--- config.mk ---
export PLATFORM = sky130hd
export DESIGN_NAME = bsg_axi_to_sram_slave_flat
export DESIGN_NICKNAME = d
export VERILOG_FILES = /design/src/rtl/bsg_axi_to_sram_slave_if.sv /design/src/rtl/bsg_axi_to_sram_slave.sv /design/src/flat_wrapper.sv
export SDC_FILE = /design/constraint.sdc
export NUM_CORES = 1
export LEC_CHECK = 0
export ABC_AREA = 1
export CAP_MARGIN = 30
export CORE_AREA = 2 2 253 255
export DETAILED_ROUTE_END_ITERATION = 12
export DIE_AREA = 0 0 255 257
export GPL_TIMING_DRIVEN = 0
export HOLD_SLACK_MARGIN = 0.05
export PLACE_DENSITY = 0.42
export SLEW_MARGIN = 5
export SYNTH_ARGS = -nofsm -noshare
export SYNTH_HDL_FRONTEND = slang
export SYNTH_SLANG_ARGS = --single-unit
--- constraint.sdc ---
create_clock -name clk_i -period 5.47 [get_ports clk_i]
set_input_delay 1.094 -clock clk_i [delete_from_list [all_inputs] [get_ports clk_i]]
set_output_delay 1.094 -clock clk_i [all_outputs]
set_load 0.01 [all_outputs]
--- src/rtl/bsg_axi_to_sram_slave_if.sv ---
// AXI AW/W/B/AR/R channels plus the single-port SRAM port serviced by
// bsg_axi_to_sram_slave.
interface bsg_axi_to_sram_slave_if #(
    parameter int axi_id_width_p   = 1,
    parameter int axi_addr_width_p = 32,
    parameter int axi_data_width_p = 128,
    parameter int mem_els_p        = 1024
);
    localparam int strb_w = axi_data_width_p / 8;
    localparam int word_w = $clog2(mem_els_p);

    logic [axi_id_width_p-1:0]   awid;
    logic [axi_addr_width_p-1:0] awaddr;
    logic                        awvalid;
    logic                        awready;
    logic [axi_data_width_p-1:0] wdata;
    logic [strb_w-1:0]           wstrb;
    logic                        wlast;
    logic                        wvalid;
    logic                        wready;
    logic [axi_id_width_p-1:0]   bid;
    logic [1:0]                  bresp;
    logic                        bvalid;
    logic                        bready;
    logic [axi_id_width_p-1:0]   arid;
    logic [axi_addr_width_p-1:0] araddr;
    logic                        arvalid;
    logic                        arready;
    logic [axi_id_width_p-1:0]   rid;
    logic [axi_data_width_p-1:0] rdata;
    logic [1:0]                  rresp;
    logic                        rlast;
    logic                        rvalid;
    logic                        rready;
    logic                        mem_v;
    logic                        mem_w;
    logic [word_w-1:0]           mem_addr;
    logic [axi_data_width_p-1:0] mem_wdata;
    logic [strb_w-1:0]           mem_mask;
    logic [axi_data_width_p-1:0] mem_rdata;

    modport slave (
        input  awid, awaddr, awvalid, output awready,
        input  wdata, wstrb, wlast, wvalid, output wready,
        output bid, bresp, bvalid, input bready,
        input  arid, araddr, arvalid, output arready,
        output rid, rdata, rresp, rlast, rvalid, input rready,
        output mem_v, mem_w, mem_addr, mem_wdata, mem_mask, input mem_rdata
    );

    modport master (
        output awid, awaddr, awvalid, input awready,
        output wdata, wstrb, wlast, wvalid, input wready,
        input  bid, bresp, bvalid, output bready,
        output arid, araddr, arvalid, input arready,
        input  rid, rdata, rresp, rlast, rvalid, output rready,
        input  mem_v, mem_w, mem_addr, mem_wdata, mem_mask, output mem_rdata
    );
endinterface

--- src/rtl/bsg_axi_to_sram_slave.sv ---
// One-transaction-at-a-time AXI slave backed by a single-port synchronous SRAM.
// Optional out-of-range checking is enabled with `define BSG_AXI_SRAM_RANGE_CHECK_EN.
module bsg_axi_to_sram_slave #(
    parameter int axi_id_width_p   = 1,
    parameter int axi_addr_width_p = 32,
    parameter int axi_data_width_p = 128,
    parameter int axi_burst_len_p  = 2,
    parameter int mem_els_p        = 1024
) (
    input logic                    clk_i,
    input logic                    reset_i,
    bsg_axi_to_sram_slave_if.slave bus
);
    localparam int strb_w = axi_data_width_p / 8;
    localparam int word_w = $clog2(mem_els_p);
    localparam int off_w  = $clog2(strb_w);
`ifdef BSG_AXI_SRAM_RANGE_CHECK_EN
    localparam int full_w = axi_addr_width_p - off_w;
    // Keep the full beat index so that a start or crossing beyond the SRAM shows up in the high bits.
    localparam int cnt_w  = (full_w > word_w) ? full_w : word_w;
`else
    localparam int cnt_w  = word_w;
`endif
    localparam int beat_w = (axi_burst_len_p > 1) ? $clog2(axi_burst_len_p) : 1;

    typedef enum logic [2:0] {IDLE, WDATA, WRESP, RREQ, RWAIT, RDATA} state_e;

    state_e                      state_r, state_n;
    logic [cnt_w-1:0]            word_r;
    logic [beat_w-1:0]           beat_r;
    logic [axi_id_width_p-1:0]   awid_r, arid_r;
    logic [axi_data_width_p-1:0] rdata_r;
    logic                        werr_r, rerr_r;
    logic                        oor;
    logic                        last_beat;
    logic [cnt_w-1:0]            aw_word, ar_word;

    assign aw_word   = cnt_w'(bus.awaddr >> off_w);
    assign ar_word   = cnt_w'(bus.araddr >> off_w);
    assign oor       = (cnt_w > word_w) ? ((word_r >> word_w) != '0) : 1'b0;
    assign last_beat = (beat_r == beat_w'(axi_burst_len_p - 1));

    always_comb begin
        state_n       = state_r;
        bus.awready   = 1'b0;
        bus.arready   = 1'b0;
        bus.wready    = 1'b0;
        bus.bvalid    = 1'b0;
        bus.rvalid    = 1'b0;
        bus.bid       = awid_r;
        bus.bresp     = werr_r ? 2'b10 : 2'b00;
        bus.rid       = arid_r;
        bus.rdata     = rdata_r;
        bus.rresp     = rerr_r ? 2'b10 : 2'b00;
        bus.rlast     = last_beat;
        bus.mem_v     = 1'b0;
        bus.mem_w     = 1'b0;
        bus.mem_addr  = word_r[word_w-1:0];
        bus.mem_wdata = bus.wdata;
        bus.mem_mask  = bus.wstrb;
        // Async reset also masks every handshake output while it is held.
        if (!reset_i) begin
            unique case (state_r)
                IDLE: begin
                    bus.awready = 1'b1;
                    bus.arready = !bus.awvalid;
                    if (bus.awvalid)      state_n = WDATA;
                    else if (bus.arvalid) state_n = RREQ;
                end
                WDATA: begin
                    bus.wready = 1'b1;
                    bus.mem_v  = bus.wvalid && !oor;
                    bus.mem_w  = bus.wvalid;
                    if (bus.wvalid && bus.wlast) state_n = WRESP;
                end
                WRESP: begin
                    bus.bvalid = 1'b1;
                    if (bus.bready) state_n = IDLE;
                end
                RREQ: begin
                    bus.mem_v = !oor;
                    state_n   = RWAIT;
                end
                RWAIT: state_n = RDATA;
                RDATA: begin
                    bus.rvalid = 1'b1;
                    if (bus.rready) state_n = last_beat ? IDLE : RREQ;
                end
                default: state_n = IDLE;
            endcase
        end
    end

    always_ff @(posedge clk_i or posedge reset_i) begin
        if (reset_i) begin
            state_r <= IDLE;
            word_r  <= '0;
            beat_r  <= '0;
            awid_r  <= '0;
            arid_r  <= '0;
            rdata_r <= '0;
            werr_r  <= 1'b0;
            rerr_r  <= 1'b0;
        end else begin
            state_r <= state_n;
            unique case (state_r)
                IDLE: begin
                    if (bus.awvalid) begin
                        awid_r <= bus.awid;
                        word_r <= aw_word;
                        werr_r <= 1'b0;
                    end else if (bus.arvalid) begin
                        arid_r <= bus.arid;
                        word_r <= ar_word;
                        beat_r <= '0;
                    end
                end
                WDATA: begin
                    if (bus.wvalid) begin
                        word_r <= word_r + 1'b1;
                        if (oor) werr_r <= 1'b1;
                    end
                end
                RREQ:  rerr_r  <= oor;
                RWAIT: rdata_r <= rerr_r ? '0 : bus.mem_rdata;
                RDATA: begin
                    if (bus.rready && !last_beat) begin
                        beat_r <= beat_r + 1'b1;
                        word_r <= word_r + 1'b1;
                    end
                end
                default: ;
            endcase
        end
    end
endmodule

--- src/flat_wrapper.sv ---
// flat-port wrapper written by rule: the top's interface ports become plain ports
module bsg_axi_to_sram_slave_flat 
#(
    parameter int axi_id_width_p   = 1,
    parameter int axi_addr_width_p = 32,
    parameter int axi_data_width_p = 128,
    parameter int axi_burst_len_p  = 2,
    parameter int mem_els_p        = 1024
)
  (clk_i, reset_i, bus_awid, bus_awaddr, bus_awvalid, bus_awready, bus_wdata, bus_wstrb, bus_wlast, bus_wvalid, bus_wready, bus_bid, bus_bresp, bus_bvalid, bus_bready, bus_arid, bus_araddr, bus_arvalid, bus_arready, bus_rid, bus_rdata, bus_rresp, bus_rlast, bus_rvalid, bus_rready, bus_mem_v, bus_mem_w, bus_mem_addr, bus_mem_wdata, bus_mem_mask, bus_mem_rdata);
  bsg_axi_to_sram_slave_if #(.axi_id_width_p(axi_id_width_p), .axi_addr_width_p(axi_addr_width_p), .axi_data_width_p(axi_data_width_p), .mem_els_p(mem_els_p)) bus_i ();
  input logic clk_i;
  input logic reset_i;
  input wire logic [$bits(bus_i.awid)-1:0] bus_awid;
  input wire logic [$bits(bus_i.awaddr)-1:0] bus_awaddr;
  input wire logic [$bits(bus_i.awvalid)-1:0] bus_awvalid;
  output wire logic [$bits(bus_i.awready)-1:0] bus_awready;
  input wire logic [$bits(bus_i.wdata)-1:0] bus_wdata;
  input wire logic [$bits(bus_i.wstrb)-1:0] bus_wstrb;
  input wire logic [$bits(bus_i.wlast)-1:0] bus_wlast;
  input wire logic [$bits(bus_i.wvalid)-1:0] bus_wvalid;
  output wire logic [$bits(bus_i.wready)-1:0] bus_wready;
  output wire logic [$bits(bus_i.bid)-1:0] bus_bid;
  output wire logic [$bits(bus_i.bresp)-1:0] bus_bresp;
  output wire logic [$bits(bus_i.bvalid)-1:0] bus_bvalid;
  input wire logic [$bits(bus_i.bready)-1:0] bus_bready;
  input wire logic [$bits(bus_i.arid)-1:0] bus_arid;
  input wire logic [$bits(bus_i.araddr)-1:0] bus_araddr;
  input wire logic [$bits(bus_i.arvalid)-1:0] bus_arvalid;
  output wire logic [$bits(bus_i.arready)-1:0] bus_arready;
  output wire logic [$bits(bus_i.rid)-1:0] bus_rid;
  output wire logic [$bits(bus_i.rdata)-1:0] bus_rdata;
  output wire logic [$bits(bus_i.rresp)-1:0] bus_rresp;
  output wire logic [$bits(bus_i.rlast)-1:0] bus_rlast;
  output wire logic [$bits(bus_i.rvalid)-1:0] bus_rvalid;
  input wire logic [$bits(bus_i.rready)-1:0] bus_rready;
  output wire logic [$bits(bus_i.mem_v)-1:0] bus_mem_v;
  output wire logic [$bits(bus_i.mem_w)-1:0] bus_mem_w;
  output wire logic [$bits(bus_i.mem_addr)-1:0] bus_mem_addr;
  output wire logic [$bits(bus_i.mem_wdata)-1:0] bus_mem_wdata;
  output wire logic [$bits(bus_i.mem_mask)-1:0] bus_mem_mask;
  input wire logic [$bits(bus_i.mem_rdata)-1:0] bus_mem_rdata;
  assign bus_i.awid = bus_awid;
  assign bus_i.awaddr = bus_awaddr;
  assign bus_i.awvalid = bus_awvalid;
  assign bus_awready = bus_i.awready;
  assign bus_i.wdata = bus_wdata;
  assign bus_i.wstrb = bus_wstrb;
  assign bus_i.wlast = bus_wlast;
  assign bus_i.wvalid = bus_wvalid;
  assign bus_wready = bus_i.wready;
  assign bus_bid = bus_i.bid;
  assign bus_bresp = bus_i.bresp;
  assign bus_bvalid = bus_i.bvalid;
  assign bus_i.bready = bus_bready;
  assign bus_i.arid = bus_arid;
  assign bus_i.araddr = bus_araddr;
  assign bus_i.arvalid = bus_arvalid;
  assign bus_arready = bus_i.arready;
  assign bus_rid = bus_i.rid;
  assign bus_rdata = bus_i.rdata;
  assign bus_rresp = bus_i.rresp;
  assign bus_rlast = bus_i.rlast;
  assign bus_rvalid = bus_i.rvalid;
  assign bus_i.rready = bus_rready;
  assign bus_mem_v = bus_i.mem_v;
  assign bus_mem_w = bus_i.mem_w;
  assign bus_mem_addr = bus_i.mem_addr;
  assign bus_mem_wdata = bus_i.mem_wdata;
  assign bus_mem_mask = bus_i.mem_mask;
  assign bus_i.mem_rdata = bus_mem_rdata;
  bsg_axi_to_sram_slave #(.axi_id_width_p(axi_id_width_p), .axi_addr_width_p(axi_addr_width_p), .axi_data_width_p(axi_data_width_p), .axi_burst_len_p(axi_burst_len_p), .mem_els_p(mem_els_p)) u_core (.clk_i(clk_i), .reset_i(reset_i), .bus(bus_i));
endmodule
Word-level counts from Yosys, hierarchy flattened --
Index checks and enable logic that the tools add are counted.
Word-level totals: register bits after elaboration 144, bits of input ports 346, output and inout port bits 296, logic and storage cells 65
Operators by class: $add $sub $neg 2, equal/unequal tests 13, muxes and demuxes 30, bitwise operators 2, reductions and logical operators 12
Operators with widths (count):
- 2-to-1 mux 10 bit | 4
- one-hot mux 10 bit (3 select lines) | 1
- one-hot mux 3 bit (6 select lines) | 1
- 2-to-1 mux 1 bit | 16
- 2-to-1 mux 3 bit | 5
- adder 10 x 1 -> 10 bit, second input constant | 1
- inequality test 2 bit, second input constant | 5
- AND reduction 4 bit | 2
- equality test 3 x 2 -> 1 bit, second input constant | 2
- equality test 3 bit, second input constant | 2
- AND reduction 5 bit | 1
- inequality test 2 x 1 -> 1 bit, second input constant | 2
- one-hot mux 1 bit (2 select lines) | 2
- equality test 3 x 1 -> 1 bit, second input constant | 1
- logical NOT 3 bit | 1
- inequality test 3 bit, second input constant | 1
- AND reduction 3 bit | 1
- nonzero test 3 bit | 1
- logical AND 1 bit | 2
- logical NOT 1 bit | 2
- 2-to-1 mux 2 bit | 1
- inverter 1 bit | 2
- AND reduction 2 bit | 1
- nonzero test 2 bit | 1
- adder 1 bit, second input constant | 1

Depth between registers and ports, before layout --
depth in word-level cells 4, gate-level depth with buffers 9, depth with buffers taken out 9

Worst setup path before layout --
OpenSTA, ideal clock, no wires.
path kind input port to flip-flop, from in reset_i, to reg u_core.state_r[0], library setup time 130 ps, data arrival time 4924 ps, data required time 5340 ps, path slack 416 ps, cell stages on the path 5, path buffers 1, cells stage by stage clkbuf_1 > inv_1 > nand3_1 > nor2_2 > o21ai_0
Between the ends: word-level cells in the longest chain between the ends 2
RTL lines:
- start, declared | RTL line flat_wrapper.sv:13 | input logic reset_i;
- inverter 1 bit (no source line)
- AND reduction 5 bit (no source line)
- end signal, assigned | RTL line bsg_axi_to_sram_slave.sv:105 | state_r <= state_n;
- end, declared | RTL line bsg_axi_to_sram_slave.sv:28 | state_e state_r, state_n;
No other way between the ends. A chain may end at the register's enable or synchronous reset.

Final worst setup path --
from in bus_awvalid, to out bus_arready
Between the ends: word-level cells in the longest chain between the ends 3
RTL lines:
- start, declared | RTL line flat_wrapper.sv:16 | input wire logic [$bits(bus_i.awvalid)-1:0] bus_awvalid;
- logical NOT 1 bit | RTL line bsg_axi_to_sram_slave.sv:66 | bus.arready = !bus.awvalid;
- 2-to-1 mux 1 bit | RTL line bsg_axi_to_sram_slave.sv:63 | unique case (state_r)
- 2-to-1 mux 1 bit | RTL line bsg_axi_to_sram_slave.sv:62 | if (!reset_i) begin
- end, declared | RTL line flat_wrapper.sv:30 | output wire logic [$bits(bus_i.arready)-1:0] bus_arready;
No other way between the ends.

==> out/qor.csv <==
stage,metric,value,unit
critical_path,FF-to-FF Start,u_core.state_r[1],
placement,PortBufs,448,
floorplanning,core area,62700,sq um
global_routing,All-Layer GR Usage,0.0806,
synth,Post-synth EDFFs,0,
critical_path,CP Data Arrival Time,2.89,ns
drt,TritonRoute pass-1 iters,4,
cts,"Reg clk slew, reported paths",0.06,ns
sta,final setup margin,1.48,ns
critical_path,Crit Path Class,in -> out,
drt,total number of vias,6003,
worst_hold_path,Worst Hold Endpoint,u_core.bus.rdata[114],
worst_hold_path,hold depth,1,
sta,Tcrit/Tclk final,0.729,
layout,layout cell share with drive strength beyond 1,0.300,
sta,min cycle time layout,3.99,ns
drt,Post-Route WL,27100,um
synth,"count leader, synth",buf_4,
critical_path,crit-path max FO,10,
drt,initial drt markers,123,
synth,most frequent cells after synthesis,"buf_4 (148), dfrtp_1 (144), mux2_4 (90)",
sta,Final Setup Violations,0,
synth,register area share after synthesis,0.485,
worst_hold_path,worst hold path type,reg -> reg,
run_status,status,"finished, final reports clean",
cts,# hold bufs at CTS,0,
sta,Fmax,0.251,GHz
synth,unique cell type count in the Yosys netlist,30,
placement,RD Place Congestion,0.734,
placement,Place WS,1.44,ns
global_routing,vias in the first global route,6254,
synth,top cell type's share of synthesized area,0.485,
sta,Clock Skews,0.00685,ns
floorplanning,Die W,255,um
cts,clock tree buffer depth,2,
floorplanning,Top-Level Pins,642,
critical_path,Critical Path End Type,output port,
synth,#FFs+latches synth,144,
layout,nets@finish,1430,
drt,routed length per instance,14.0,um
cts,Root Driver,clkbuf_16,
sta,Final Hold Fails,0,
critical_path,reg2reg setup slack,3.81,ns
cts,CTS Buf Count,17,
placement,Placed Cells,1910,
critical_path,Startpoint Class,input port,
floorplanning,row cnt,92,
critical_path,Crit Reg-Reg Endpoint,u_core.bus.rdata[2],
power,total power,6.65,mW
layout,final std cells w/o fill,1941,
drt,via/cell ratio,3.09,
sta,Slew HR,0.577,
synth,Netlist Area Pre-Place,7440,sq um
power,PwrDens,487,nW/um^2
synth,largest area contributor in the netlist,dfrtp_1,
drt,Routed Antenna Nets,0,
power,Leak,5.98,nW
worst_hold_path,Hold Startpoint,u_core.bus.rdata[114],
sta,RSZ-0062 raised after global routing,false,
critical_path,worst endpoint required time,4.38,ns
layout,n_diodes,0,
synth,Post-Syn Instances,612,
placement,DP HPWL,21200,um
cts,# H-tree levels,4,
cts,Clock Sinks,144,
synth,synthesized area per cell,12.2,sq um
global_routing,GRT overflow,0,
sta,Max Slew Vio Count,0,
global_routing,largest net degree at the start of global routing,94,
layout,area delta synth->final,83.8,%
cts,Worst-Skew Late Latency,0.47,ns
power,Max IR drop VDD,0.244,mV
sta,Tightest Pin Transition,0.635,ns
cts,CTS resizes,0,
synth,synth top area cells,"dfrtp_1 (48%), mux2_4 (18%), buf_4 (15%), mux2_2 (4.7%), nand2_1 (3.0%)",
synth,async set-reset flop share out of synthesis,1.00,
synth,"Top FF cell, synth",dfrtp_1,
floorplanning,Die ar.,65500,sq um
global_routing,initial antenna violation count,0,
synth,synth warn,0,
floorplanning,initial core utilization,0.119,
drt,DRC,0,
flow_run,Max Cap Viol,0,
cts,"Setup Fix Bufs, Post-CTS",0,
floorplanning,Die Span Y,257,um
sta,setup_tns,0,ns
global_routing,first-pass GRT wire length,38900,um
critical_path,Worst R2R Path Depth,5,
cts,CTS tree,done,
layout,Finished Core Util,0.218,
-- cell families after synthesis --
logic type,Yosys count,synth area share
compound gates,27,0.0190
fa+ha+maj,1,0.00168
buf+inv,187,0.183
flops,144,0.485
mux,129,0.241
other cells,1,0.000504
simple gates,123,0.0708
-- metrics by stage --
step	hold WS, ns	area (sq um)
3_5_place_dp	0.481	13000
4_1_cts	0.502	13700
3_3_place_gp	0.474	13000
2_1_floorplan	0.534	7450
5_1_grt	0.518	13700
6_report	0.500	13700
-- report_power, final --
| part | internal (mW) | switching [mW] | leakage (nW) |
|---|---|---|---|
| logic | 2.07 | 1.27 | 3.99 |
| clock network | 0.808 | 0.523 | 0.308 |
| registers | 1.63 | 0.346 | 1.69 |
-- worst max-delay path: stages --
cell	delay [ns]
clkdlybuf4s50_1	0.44
inv_1	0.13
clkbuf_1	0.40
nand2_1	0.17
nor2_1	0.11
clkdlybuf4s50_1	0.54
-- how the worst max path moves through the flow --
stage | depth (start not counted) | to | startpoint | slack, ns
final | 6 | bus_arready | bus_awvalid | 1.48
after global routing | 6 | bus_arready | bus_awvalid | 1.29
after CTS | 6 | bus_arready | bus_awvalid | 1.44
after detailed placement | 6 | bus_arready | bus_awvalid | 1.44
after global placement | 2 | u_core.bus.rdata[59] | reset_i | -2.38
after floorplan | 2 | u_core.bus.bid | reset_i | 0.31
-- layout make-up --
class,instances,area (sq um)
fillers,6759,49100
repair buffers,449,4510
flip-flops and latches,144,3600
multi-input cells,284,2490
plain buffers,168,1290
well taps,846,1060
clock buffers,18,429
clock inverters,13,213
inverters,19,78.8
-- routing by layer --
layer  vias up  global-route usage  wire length (um)
li1       2817                   -                 -
met1      2852              0.0829              9880
met2       308               0.145             14200
met3        26              0.0272              2400
met4         0              0.0403               615
met5         -                   0                 0
-- flip-flops by register name, indices dropped and copies added (netlist names) --
name                 flops
u_core.bus.rdata       128
u_core.bus.mem_addr     10
u_core.state_r           3
u_core.bus.bid           1
u_core.bus.rid           1
u_core.bus.rlast         1
-- cells in the final DEF, fill, tap and decap left out, types with 3 or more instances in the layout --
cell,n
nand2_1,60
clkbuf_16,17
mux2_1,8
nand3_1,21
bufinv_16,5
inv_2,3
mux2_4,90
nor2_1,27
dfrtp_1,144
a21oi_1,3
buf_6,11
conb_1,4
buf_4,148
nor2_2,3
o21ai_0,19
inv_1,15
nor3_1,4
mux2_2,31
buf_2,5
clkbuf_1,4
clkinv_4,3
clkdlybuf4s50_1,448
No activity file was read; power rests on OpenSTA's default activity.
